File: src/rtl/unified_mem_arbiter.sv
// Shares one fixed-latency single-port memory between instruction-fetch and load/store ports.
// Grants alternate I/D under contention; each access runs exactly MEM_LATENCY cycles.
module unified_mem_arbiter #(
  parameter int unsigned MEM_LATENCY = 4,
  parameter int unsigned ADDR_W      = 16,
  parameter int unsigned DATA_W      = 16
) (
  input  logic              clk,
  input  logic              rst,
  input  logic              i_req,
  input  logic [ADDR_W-1:0] i_addr,
  output logic              i_ack,
  output logic [DATA_W-1:0] i_rdata,
  output logic              i_stall,
  input  logic              d_req,
  input  logic              d_wr,
  input  logic [ADDR_W-1:0] d_addr,
  input  logic [DATA_W-1:0] d_wdata,
  output logic              d_ack,
  output logic [DATA_W-1:0] d_rdata,
  output logic              d_stall,
  output logic              mem_en,
  output logic              mem_wr,
  output logic [ADDR_W-1:0] mem_addr,
  output logic [DATA_W-1:0] mem_wdata,
  input  logic [DATA_W-1:0] mem_rdata,
  output logic              busy
);

  localparam int unsigned CntW = (MEM_LATENCY > 1) ? $clog2(MEM_LATENCY) : 1;
  localparam logic [CntW-1:0] CntLoad = CntW'(MEM_LATENCY - 1);

  typedef enum logic [1:0] {StIdle, StIAcc, StDAcc} state_e;

  state_e            state_q, state_d;
  logic [CntW-1:0]   cnt_q, cnt_d;
  logic [ADDR_W-1:0] addr_q, addr_d;
  logic [DATA_W-1:0] wdata_q, wdata_d;
  logic              wr_q, wr_d;
  logic              last;
  logic              take_i, take_d, go_idle;

  assign last = (cnt_q == '0);

  always_comb begin
    state_d = state_q;
    cnt_d   = cnt_q;
    addr_d  = addr_q;
    wdata_d = wdata_q;
    wr_d    = wr_q;
    take_i  = 1'b0;
    take_d  = 1'b0;
    go_idle = 1'b0;

    // The port acked at this edge is masked, so the other port wins if it is waiting.
    unique case (state_q)
      StIdle: begin
        if (d_req)      take_d = 1'b1;
        else if (i_req) take_i = 1'b1;
      end
      StDAcc: begin
        if (!last)      cnt_d = cnt_q - CntW'(1);
        else if (i_req) take_i = 1'b1;
        else            go_idle = 1'b1;
      end
      StIAcc: begin
        if (!last)      cnt_d = cnt_q - CntW'(1);
        else if (d_req) take_d = 1'b1;
        else            go_idle = 1'b1;
      end
      default: go_idle = 1'b1;
    endcase

    if (take_d) begin
      state_d = StDAcc;
      cnt_d   = CntLoad;
      addr_d  = d_addr;
      wr_d    = d_wr;
      wdata_d = d_wr ? d_wdata : '0;
    end else if (take_i) begin
      state_d = StIAcc;
      cnt_d   = CntLoad;
      addr_d  = i_addr;
      wr_d    = 1'b0;
      wdata_d = '0;
    end else if (go_idle) begin
      state_d = StIdle;
      cnt_d   = '0;
      addr_d  = '0;
      wr_d    = 1'b0;
      wdata_d = '0;
    end
  end

  always_ff @(posedge clk or posedge rst) begin
    if (rst) begin
      state_q <= StIdle;
      cnt_q   <= '0;
      addr_q  <= '0;
      wdata_q <= '0;
      wr_q    <= 1'b0;
    end else begin
      state_q <= state_d;
      cnt_q   <= cnt_d;
      addr_q  <= addr_d;
      wdata_q <= wdata_d;
      wr_q    <= wr_d;
    end
  end

  // Latched registers are cleared on return to idle, so they drive the memory directly.
  assign mem_en    = (state_q != StIdle);
  assign mem_wr    = wr_q;
  assign mem_addr  = addr_q;
  assign mem_wdata = wdata_q;
  assign busy      = (state_q != StIdle);

  assign i_ack   = (state_q == StIAcc) && last;
  assign d_ack   = (state_q == StDAcc) && last;
  assign i_rdata = i_ack ? mem_rdata : '0;
  assign d_rdata = (d_ack && !wr_q) ? mem_rdata : '0;
  assign i_stall = i_req & ~i_ack;
  assign d_stall = d_req & ~d_ack;

endmodule

File: config.mk
export PLATFORM = sky130hd
export DESIGN_NAME = unified_mem_arbiter
export DESIGN_NICKNAME = d
export VERILOG_FILES = /design/src/rtl/unified_mem_arbiter.sv
export SDC_FILE = /design/constraint.sdc
export NUM_CORES = 1
export LEC_CHECK = 0
export BUFFER_PORTS_ARGS = -buffer_cell sky130_fd_sc_hd__buf_2
export CAP_MARGIN = 20
export CORE_MARGIN = 3
export CORE_UTILIZATION = 46
export CTS_CLUSTER_SIZE = 28
export DETAILED_ROUTE_END_ITERATION = 16
export GPL_ROUTABILITY_DRIVEN = 0
export PLACE_DENSITY = 0.89
export SLEW_MARGIN = 15
export SYNTH_ARGS = -nofsm -noshare
export SYNTH_HDL_FRONTEND = slang
export SYNTH_SLANG_ARGS = --single-unit
File: constraint.sdc
create_clock -name clk -period 3.5 [get_ports clk]
set_clock_uncertainty 0.2 [all_clocks]
set_input_delay 0 -clock clk [delete_from_list [all_inputs] [get_ports clk]]
set_output_delay 0 -clock clk [all_outputs]
set_load 0.02 [all_outputs]
Yosys cells after proc, flatten, opt, wreduce, memory -nomap -nowiden
Cells that the tools add are included.
Storage, ports and cells
  register bits after elaboration: 37
  bits of input ports: 69
  output and inout bits: 71
  logic and storage cells: 55
Cells by class
  add/subtract/negate cells: 1
  eq/ne operators: 3
  multiplexer cells: 31
  bitwise operators: 4
  reduce and logical (&&, ||, !) cells: 11
Operators by type and width (count)
  two-way mux 16 bit: 8
  two-way mux 2 bit: 8
  two-way mux 1 bit: 12
  zero test 2 bit: 2
  != test 4 x 1 -> 1 bit, second input constant: 1
  one-hot mux 1 bit (2 select lines): 2
  nonzero test 4 bit: 1
  logical AND 1 bit: 3
  one-hot mux 1 bit (3 select lines): 1
  nonzero test 3 bit: 1
  AND 1 bit: 2
  == test 2 x 1 -> 1 bit, second input constant: 1
  == test 2 bit, second input constant: 1
  NOT 1 bit: 2
  AND reduction 2 bit: 1
  nonzero test 2 bit: 1
  OR reduction 2 bit: 1
  subtractor 2 x 1 -> 2 bit, second input constant: 1
  zero test 1 bit: 1

Depth between registers and ports, before layout
Gate-level depths: netlist of the first run.
  word-level depth: 6
  gate-level depth with buffers: 8
  mapped depth without buffers: 5

Worst setup path after synthesis of the first run
OpenSTA, ideal clock, no wires.
  path type: register to register
  start: register state_q[1]
  end: register wdata_q[10], in the netlist mem_wdata[10]
  setup time: 122 ps
  arrival: 1640 ps
  required time: 3178 ps
  path slack: 1538 ps
  stages on the path, launching flop included: 8
  path buffers: 2
  period minus slack after synthesis: 1962 ps
  cells stage by stage: dfrtp_1 > inv_1 > ha_1 > a21bo_1 > o31a_1 > buf_6 > buf_6 > a32o_1
On the way
  cells in the longest elaborated chain, start to end: 4
  elaborated cells on any way between the ends: 9
  those cells by class: eq/ne: 2; mux: 5; reduce/logical: 2
Ends and longest elaborated chain
  from (decl): line 35  | state_e state_q, state_d;
  from (signal assigned): line 97  | state_q <= StIdle;
  from (signal assigned): line 103  | state_q <= state_d;
  == test 2 bit / zero test 2 bit (equally long branches): line 56  | unique case (state_q)
  one-hot mux 1 bit (2 select lines): line 56
  two-way mux 16 bit: line 80  | end else if (take_i) begin
  two-way mux 16 bit: line 74  | if (take_d) begin
  to (signal assigned): line 106  | wdata_q <= wdata_d;
  to (decl): line 38  | logic [DATA_W-1:0] wdata_q, wdata_d;
Parallel ways exist; a longest one is shown, timed or not.
A chain may end at the register's enable or synchronous reset.

Worst setup path after layout of the first run
  start: register cnt_q[0]
  end: register addr_q[9], in the netlist mem_addr[9]
On the way
  cells in the longest elaborated chain, start to end: 5
  elaborated cells on any way between the ends: 11
  those cells by class: mux: 9; reduce/logical: 2
Ends and longest elaborated chain
  from (decl): line 36  | logic [CntW-1:0] cnt_q, cnt_d;
  from (signal assigned): line 104  | cnt_q <= cnt_d;
  zero test 2 bit (*): line 43  | assign last = (cnt_q == '0);
  two-way mux 1 bit: line 62  | if (!last) cnt_d = cnt_q - CntW'(1);
  one-hot mux 1 bit (2 select lines): line 56
  two-way mux 16 bit: line 80
  two-way mux 16 bit: line 74
  to (signal assigned): line 105  | addr_q <= addr_d;
  to (decl): line 37  | logic [ADDR_W-1:0] addr_q, addr_d;
Every way passes the cells marked *; elsewhere a longest branch is shown, timed or not.

==> qor.csv, run 1 <==
metric,value,unit
outcome,"finished, final reports clean",
diodes,0,
grt_util_all_layers,0.2583,
initial_core_util,0.4854,
critPathLaunchType,flip-flop,
path_common_cell,inv_1,
firstDrtPassIters,4,
slew_headroom,0.3569,
p_seq_frac,0.260,
vdd_drop_max,0.0005483,V
drive_gt1_frac,0.4134,
synthTopCellsByArea,"dfrtp_1, a32o_1, o311ai_2, and2_1, and3_1",
postSynthNetCount,284,
pwr-share-comb,0.631,
setup_viol,0,
numCtsBuffers,5,
synth_edf_count,0,
yosysWarnings,0,
crit_path_max_incr_delay,790,ps
antenna_found_initial,0,
fmax,307.9,MHz
worst_skew_pair.late_latency,280,ps
avgSynthCellArea,10.22,um2
ys_ff_latch,37,
drt-wirelength-per-cell,16.74,um
grt_pass1_vias,2305,
vias,2384,
via_per_inst,5.431,
path_max_fanout,22,
p_int,1389,uW
clk_pin_slew,70,ps
wl,7350,um
slowest_stage,o21ai_2,
switching_share,0.4691,
critPathRequiredTime,3470,ps
clockBufferDepth,2,
die_area,0.005547,mm2
post-cts-setup-buffers,0,
cts_tree,done,
ys_dominant_reg_cell,dfrtp_1,
die_y,74.48,um
cellPowerDensity,774.7,mW/mm2
p_clk_frac,0.109,
grt_pass1_wl,11100,um
fp.coreArea,0.004444,mm2
synth_common_cells,"dfrtp_1, inv_1, and2_1",
placementRows,24,
worst-path-buf-inv,3,
yosysSeqAreaShare,0.4292,
fp.dieW,74.48,um
first_iter_violations,162,
yosysMostFrequentCell,dfrtp_1,
yosys.area.top_type,dfrtp_1,
slew_viol_final,0,
syn-cell-area,0.002157,mm2
clockRootBuffer,clkbuf_8,
worst_slew_pin_slew,964.6,ps
h-tree-depth,2,
p_leak,0.001852,uW
total_power,2616,uW
place_hpwl,4671,um
grt_start_max_net_pins,38,
drc,0,
path_delay_family,compound AO/OA/AOI/OAI gates,
finalHoldViolations,0,
period_share,0.9279,
path_class,reg -> reg,
fin_nets,459,
crit_arrival,3210,ps
grt_overflow_total,0,
cts_sinks,37,
setup_tns,0,ps
synthArstFlopShare,1.000,
ant_nets,0,
synth_top_area_frac,0.4292,
period_needed,3248,ps
p_switching,1227,uW
hp-class,in -> reg,
drv_cap,0,
rsz0062_at_grt,no,
numPortBuffers,139,
path_cells,"inv_1, ha_1, inv_1, o21ai_2, o311ai_0, dlygate4sd3_1",
synthCells,211,
cp-end-kind,flip-flop,
syn_to_final_growth,56.55,%
ys_types,31,
io_pins,140,
==> worst reg2reg max path, delay by kind of cell (launching register included) <==
kind | cells | cell delay (ps)
compound gates | 2 | 1080
fa+ha+maj | 1 | 530
buf+inv | 3 | 940
flops | 1 | 370
==> metrics by stage <==
stage               utilization  cell area (um2)  std cells  hold WS, ps  setup slack [ps]
detailed placement       0.6292             2796        381       -62.24             831.3
finish                   0.7599             3377        439        81.56             252.4
floorplan                     -             2157        211       -66.90              1538
global route             0.7599             3377        439        103.1             7.497
global placement         0.6292             2796        381       -71.21              1029
CTS                      0.7599             3377        439        59.02             348.5
==> cell usage in the layout (no fill, tap or decap) <==
| master | n |
|---|---|
| o311ai_2 | 9 |
| or2_2 | 1 |
| mux2_2 | 1 |
| o31a_1 | 1 |
| buf_2 | 139 |
| and3_1 | 17 |
| nand3_1 | 17 |
| o21a_1 | 1 |
| nor2b_1 | 2 |
| nand4_1 | 16 |
| dfrtp_1 | 37 |
| inv_1 | 24 |
| and2_1 | 18 |
| a22oi_1 | 1 |
| buf_4 | 2 |
| o31ai_1 | 1 |
| a32o_1 | 17 |
| a21bo_1 | 1 |
| o21ai_0 | 3 |
| or2b_1 | 1 |
| ha_1 | 4 |
| o21ai_2 | 2 |
| nand2_1 | 1 |
| o311ai_0 | 7 |
| o31ai_4 | 1 |
| a31o_1 | 1 |
| xnor2_1 | 1 |
| clkbuf_8 | 5 |
| a21o_1 | 2 |
| nor2_1 | 1 |
| clkbuf_1 | 3 |
| dlygate4sd3_1 | 50 |
==> power by group through the flow <==
stage | combinational (uW) | clock [uW] | sequential [uW]
global route | 1780 | 306 | 698
detailed placement | 1420 | 0 | 680
floorplan | 933 | 0 | 856
finish | 1650 | 286 | 680
global placement | 1370 | 0 | 683
CTS | 1620 | 293 | 677
==> worst paths after layout <==
kind | from | end | slack, ps | cells past startpoint
worst min register to register | mem_wdata[5] | mem_wdata[5] | 320 | 1
max in group asynchronous | rst | mem_addr[15] | 2600 | 4
min in group asynchronous | rst | mem_addr[0] | 170 | 4
worst max-delay path | cnt_q[0] | mem_addr[9] | 250 | 6
worst min-delay path | d_req | state_q[1] | 80 | 2
worst max register to register | cnt_q[0] | mem_addr[9] | 250 | 6
==> sequential cells by signal, summed over array words and instances, names as in the netlist <==
| register | flops |
|---|---|
| mem_wr | 1 |
| mem_addr | 16 |
| cnt_q | 2 |
| mem_wdata | 16 |
| state_q | 2 |
==> what timing repair did <==
action | 4_1_cts | 5_1_grt
resized for setup | 0 | 0
endpoints found under the setup margin | 0 | 7
hold buffers | 50 | 0
hold endpoints to repair | 70 | 0
==> logic make-up (layout without fill, tap and decap cells) <==
group	Yosys count	count (layout)	share of synthesized area
mux	1	1	0.005220
flops	37	37	0.4292
simple gates	74	74	0.2030
compound gates	47	47	0.2303
buf+inv	47	223	0.1050
xor+xnor	1	1	0.004061
fa+ha+maj	4	4	0.02320
==> final cells by class <==
class,instances,area [um2]
multi-input cells,127,1005
well taps,52,65.06
fillers,318,1067
inverters,24,90.09
clock buffers,8,80.08
flip-flops and latches,37,925.9
repair buffers,191,1211
==> layer usage <==
metal	global-route usage	vias up	part of all wire	wire length (um)
met2	0.4849	121	0.53	3915
met1	0.3057	1118	0.38	2790
met3	0.03919	15	0.073	534
met4	0.06522	0	0.015	110
li1	-	1130	-	-
met5	0	-	0	0
(Power assumes the default switching activity.)
==> inputs of run 2 (changes only) <==
clock period = 4.2 ns   (was 3.5 ns; I/O delays follow)
==> run 2 against run 1 <==
Against the previous run: clock power decreased by 5%; fmax is 0.36% lower; non-clock buffer count is 1 lower; sequential share of layout area shrank 0.11 points; largest power group unchanged; highest routed layer unchanged.
==> qor.csv, run 2 (synthesis gave the netlist of run 1 again) <==
metric,value,unit,change
cts_tree,done,,
cellPowerDensity,645.7,mW/mm2,-17%
path_class,reg -> reg,,
io_pins,140,,unchanged
hp-class,in -> reg,,
drt-wirelength-per-cell,16.28,um,-2.8%
setup_tns,0,ps,unchanged
path_common_cell,inv_1,,
crit_arrival,3230,ps,+20 ps
h-tree-depth,2,,unchanged
mostFrequentLayoutCell,buf_2,,
ctsResizeCount,0,,unchanged
worst_slew_pin_slew,946.6,ps,-17.96 ps
grt_overflow_total,0,,unchanged
numCtsBuffers,5,,unchanged
die_area,0.005547,mm2,unchanged
cts_sinks,37,,unchanged
fmax,306.8,MHz,-0.36%
via_per_inst,5.461,,+0.56%
whs,65.00,ps,-16.56 ps
finalHoldViolations,0,,unchanged
die_y,74.48,um,unchanged
path_max_fanout,22,,unchanged
worst-path-buf-inv,3,,unchanged
antenna_found_initial,0,,unchanged
grt_util_all_layers,0.2563,,-0.002044
drc,0,,unchanged
drive_gt1_frac,0.4197,,+0.006252
drv_cap,0,,unchanged
grt_start_max_net_pins,38,,unchanged
syn_to_final_growth,57.19,%,
slew_headroom,0.3689,,+0.01198
rsz0062_at_grt,no,,
crit_path_max_incr_delay,870,ps,+80 ps
place_hpwl,4545,um,-2.7%
post-cts-setup-buffers,0,,unchanged
fp.dieW,74.48,um,unchanged
vdd_drop_max,0.0003796,V,-31%
worst_skew_pair.late_latency,290,ps,about the same
first_iter_violations,150,,-7.4%
final_cell_mix,"buf_2, dlygate4sd3_1, dfrtp_1, inv_1, and2_1",,
numPortBuffers,139,,unchanged
period_share,0.7760,,-0.1519
wl,7131,um,-3.0%
initial_core_util,0.4854,,unchanged
placementRows,24,,unchanged
path_delay_family,compound AO/OA/AOI/OAI gates,,
outcome,"finished, final reports clean",,
setup_viol,0,,unchanged
fin_nets,458,,-0.22%
grt_pass1_wl,10920,um,-1.6%
critPathRequiredTime,4170,ps,+700 ps
clk_pin_slew,70,ps,about the same
slowest_stage,o31ai_4,,
grt_pass1_vias,2397,,+4.0%
clockBufferDepth,2,,unchanged
critPathLaunchType,flip-flop,,
firstDrtPassIters,4,,unchanged
slew_viol_final,0,,unchanged
ant_nets,0,,unchanged
cp-end-kind,flip-flop,,
p_leak,0.001861,uW,+0.53%
diodes,0,,unchanged
vias,2392,,+0.34%
clockRootBuffer,clkbuf_8,,
period_needed,3259,ps,+11.72 ps
fp.coreArea,0.004444,mm2,unchanged
worst-r2r-setup-slack,940,ps,+690 ps
fill_cells,301,,-5.3%
path_cells,"inv_1, ha_1, inv_1, o31ai_4, o311ai_0, dlygate4sd3_1",,
run 2: cell type report:
class,instances,area [um2],share of cell area
timing repair buffer,190,1204,0.3550
multi-input combinational,127,1005,0.2963
tap,52,65.06,0.01919
clock inverter,1,5.005,0.001476
sequential,37,925.9,0.2731
clock buffer,7,96.34,0.02841
inverter,24,90.09,0.02657
run 2: final timing paths:
path | startpoint | endpoint | cells past startpoint
setup / recovery | cnt_q[0] | mem_addr[10] | 6
hold / removal | d_req | state_q[1] | 2
setup reg to reg | cnt_q[0] | mem_addr[10] | 6
hold reg to reg | mem_wdata[5] | mem_wdata[5] | 1
max in group asynchronous | rst | mem_wdata[9] | 4
min in group asynchronous | rst | mem_wdata[7] | 4
run 2: report_power, final:
part           switching, uW  leakage [uW]  internal, uW
clock network            123     0.0000542           148
logic                    818       0.00133           535
registers               68.8      0.000480           496
run 2: timing repair:
item                                   4_1_cts  5_1_grt
endpoints found under the hold margin       70        0
hold buffers                                50        0
setup endpoints to repair                    0        0
run 2: metal layers:
metal	GRT usage	wire length [um]
met4	0.08696	152
met1	0.2918	2711
met3	0.05541	489
met2	0.4712	3777
met5	0	0
run 2: metrics by stage:
step                      cell area (um2)  std cells  setup slack [ps]  power [uW]    util
final                                3391        438             940.7        2189  0.7630
after global routing                 3391        438             684.7        2335  0.7630
after CTS                            3391        438             975.2        2169  0.7630
after detailed placement             2789        380              1517        1728  0.6275
after global placement               2789        380              1640        1693  0.6275
after floorplan                      2157        211              2238        1490       -
run 2: worst reg2reg max path, stage by stage (launching register included):
cell	delay, ps
dfrtp_1	370
inv_1	90
ha_1	520
inv_1	230
o31ai_4	870
o311ai_0	240
dlygate4sd3_1	630
==> inputs of run 3 (changes only) <==
ABC_AREA = 1   (was not set)
CORE_UTILIZATION = 41   (was 46)
PLACE_DENSITY = 0.84   (was 0.89)
clock period = 3.3 ns   (was 4.2 ns; I/O delays follow)
==> run 3 against run 2 <==
Against the previous run: fmax increased by 8.8%; largest power group unchanged; total power is 23% higher; count of clock-buffer cells in the layout decreased by 1; synthesized area down 9.5%; sequential power grew 30%; highest routed layer unchanged; combinational power grew 24%; critical path type unchanged; core utilization decreased by 1.3 points.
==> qor.csv, run 3 <==
metric,value,unit,change
outcome,"finished, final reports clean",,
ys_dominant_reg_cell,dfrtp_1,,
vdd_drop_max,0.0004762,V,+25%
grt_util_all_layers,0.2522,,-0.004102
p_seq_frac,0.273,,+0.015
initial_core_util,0.4365,,-0.04884
vias,2533,,+5.9%
cellPowerDensity,805.2,mW/mm2,+25%
diodes,0,,unchanged
numPortBuffers,139,,unchanged
fin_nets,535,,+17%
synth_common_cells,"nand2_1, nand3_1, dfrtp_1",,
ant_nets,0,,unchanged
postSynthNetCount,338,,+19%
drc,0,,unchanged
numCtsBuffers,5,,unchanged
synthArstFlopShare,1.000,,unchanged
rsz0062_at_grt,no,,
cp-end-kind,flip-flop,,
critPathRequiredTime,3320,ps,-850 ps
period_needed,2995,ps,-264.7 ps
p_clk_frac,0.111,,-0.013
gr-max-usage-layer,met2,,
grt_pass1_wl,10800,um,-1.1%
path_max_fanout,22,,unchanged
worst-path-buf-inv,3,,unchanged
worst_slew_pin_slew,666.8,ps,-279.9 ps
slowest_stage,dlygate4sd3_1,,
clk_pin_slew,70,ps,about the same
path_class,reg -> reg,,
grt_pass1_vias,2424,,+1.1%
first_iter_violations,163,,+8.7%
p_int,1439,uW,+22%
io_pins,140,,unchanged
synth_edf_count,0,,unchanged
setup_viol,0,,unchanged
slew_headroom,0.5544,,+0.1855
finalHoldViolations,0,,unchanged
crit_path_max_incr_delay,540,ps,-330 ps
rr_startpoint,cnt_q[0],,
whs,0.2490,ps,-64.75 ps
path_cells,"inv_1, ha_1, nand2_4, nand2_2, nand2_2, nand3_1, nor2_4, buf_12, nand2_1, nand3_1, dlygate4sd3_1",,
crit_arrival,3020,ps,-210 ps
post-cts-setup-buffers,0,,unchanged
final_cell_mix,"buf_2, nand2_1, dlygate4sd3_1, nand3_1, dfrtp_1",,
switching_share,0.4678,,+0.006482
wl,7323,um,+2.7%
hold_start,d_wr,,
ys_types,20,,-35%
grt_start_max_net_pins,38,,unchanged
syn_to_final_growth,71.88,%,
pwr-share-comb,0.617,,about the same
grt_util_met3,0.04673,,-0.008676
yosys.area.top_type,dfrtp_1,,
p_switching,1264,uW,+25%
synthTopCellsByArea,"dfrtp_1, nand2_1, nand3_1, nor2_1, inv_1",,
fmax,333.9,MHz,+8.8%
drv_cap,0,,unchanged
h-tree-depth,2,,unchanged
drt-wirelength-per-cell,14.22,um,-13%
clockBufferDepth,2,,unchanged
yosysMostFrequentCell,nand2_1,,
synth_top_area_frac,0.4741,,+0.04482
use_met1,0.2677,,-0.02407
avgSynthCellArea,7.370,um2,-28%
p_leak,0.002065,uW,+11%
grtUsageMet2,0.4758,,+0.004603
syn-cell-area,0.001953,mm2,-9.5%
cts_tree,done,,
path_delay_family,simple AND/OR/NAND/NOR gates,,
clockRootBuffer,clkbuf_8,,
critPathLaunchType,flip-flop,,
synthCells,265,,+26%
worst_skew_pair.late_latency,280,ps,about the same
firstDrtPassIters,4,,unchanged
yosysSeqAreaShare,0.4741,,+0.04482
grt_overflow_total,0,,unchanged
cts_sinks,37,,unchanged
hp-class,in -> reg,,
antenna_found_initial,0,,unchanged
setup_tns,0,ps,unchanged
place_hpwl,4421,um,-2.7%
fp.coreArea,0.004474,mm2,+0.68%
ys_ff_latch,37,,unchanged
die_y,75.02,um,+0.73%
yosysWarnings,0,,unchanged
mostFrequentLayoutCell,buf_2,,
placementRows,24,,unchanged
setup.worst_path.start,cnt_q[0],,
fp.dieW,75.02,um,+0.73%
die_area,0.005628,mm2,+1.5%
via_per_inst,4.918,,-9.9%
period_share,0.9075,,+0.1314
slew_viol_final,0,,unchanged
fill_cells,302,,+0.33%
drive_gt1_frac,0.3369,,-0.08276
[run 3: changes by cell type in the layout (fill, tap and decap cells not counted), moves of 3 or more]
cell           delta
a32o_1           -17
and2_1           -18
and3_1           -17
dlygate4sd3_1    +10
inv_1             +8
nand2_1          +93
nand2_2           +3
nand3_1          +21
nand4_1          -15
nor2_1           +33
o311ai_0          -7
o311ai_2          -9
[run 3: final timing paths]
check,endpoint,slack [ps],cells after the start
min reg2reg,mem_wdata[3],280,2
max,mem_addr[0],310,11
min in group asynchronous,mem_wdata[8],180,4
max in group asynchronous,mem_addr[6],2400,4
min,mem_wdata[12],0.2,5
max reg2reg,mem_addr[0],310,11
[run 3: logic make-up after synthesis]
family,count (synthesis),share of synthesized area
AND/OR/NAND/NOR,176,0.3857
AO/OA/AOI/OAI,4,0.01153
buffers and inverters,43,0.09866
XOR/XNOR,1,0.004485
flip-flops,37,0.4741
adder cells (fa/ha/maj),4,0.02563
[run 3: metal layers]
metal  vias to the layer above  part of all wire
met1                      1186              0.36
li1                       1197                 -
met2                       121              0.55
met4                         0             0.029
met3                        29             0.061
met5                         -                 0
[run 3: repair_timing]
action	CTS	global route
hold endpoints to repair	69	0
resized for setup	0	1
setup endpoints to repair	0	7
hold buffers	60	0
[run 3: final cells by class]
| class | count | area [um2] | area share |
|---|---|---|---|
| clock buffer | 6 | 72.57 | 0.02162 |
| clock inverter | 2 | 10.01 | 0.002982 |
| inverter | 32 | 120.1 | 0.03578 |
| multi-input combinational | 185 | 839.6 | 0.2501 |
| sequential | 37 | 925.9 | 0.2758 |
| tap | 52 | 65.06 | 0.01938 |
| timing repair buffer | 201 | 1324 | 0.3943 |
[run 3: metrics by stage]
stage                     instances  setup WS (ps)  instance area [um2]    util  total power (uW)
after detailed placement        447          770.1                 2669  0.5965              2099
after global placement          447          895.0                 2669  0.5965              2051
after CTS                       515          226.6                 3352  0.7492              2635
final                           515          305.3                 3357  0.7503              2703
after floorplan                 265           1486                 1953       -              1689
after global routing            515          45.16                 3357  0.7503              2897
[run 3: worst min-delay path, stage by stage]
cell and delay (ps):
buf_2 90, inv_1 130, nor2_8 100, nand2_1 70
nand2_1 50
[run 3: power groups by stage]
stage                     clock [uW]  sequential, uW  combinational, uW
final                            299             737               1670
after global routing             322             755               1820
after CTS                        302             727               1610
after detailed placement           0             732               1370
after global placement             0             729               1320
after floorplan                    0             915                774
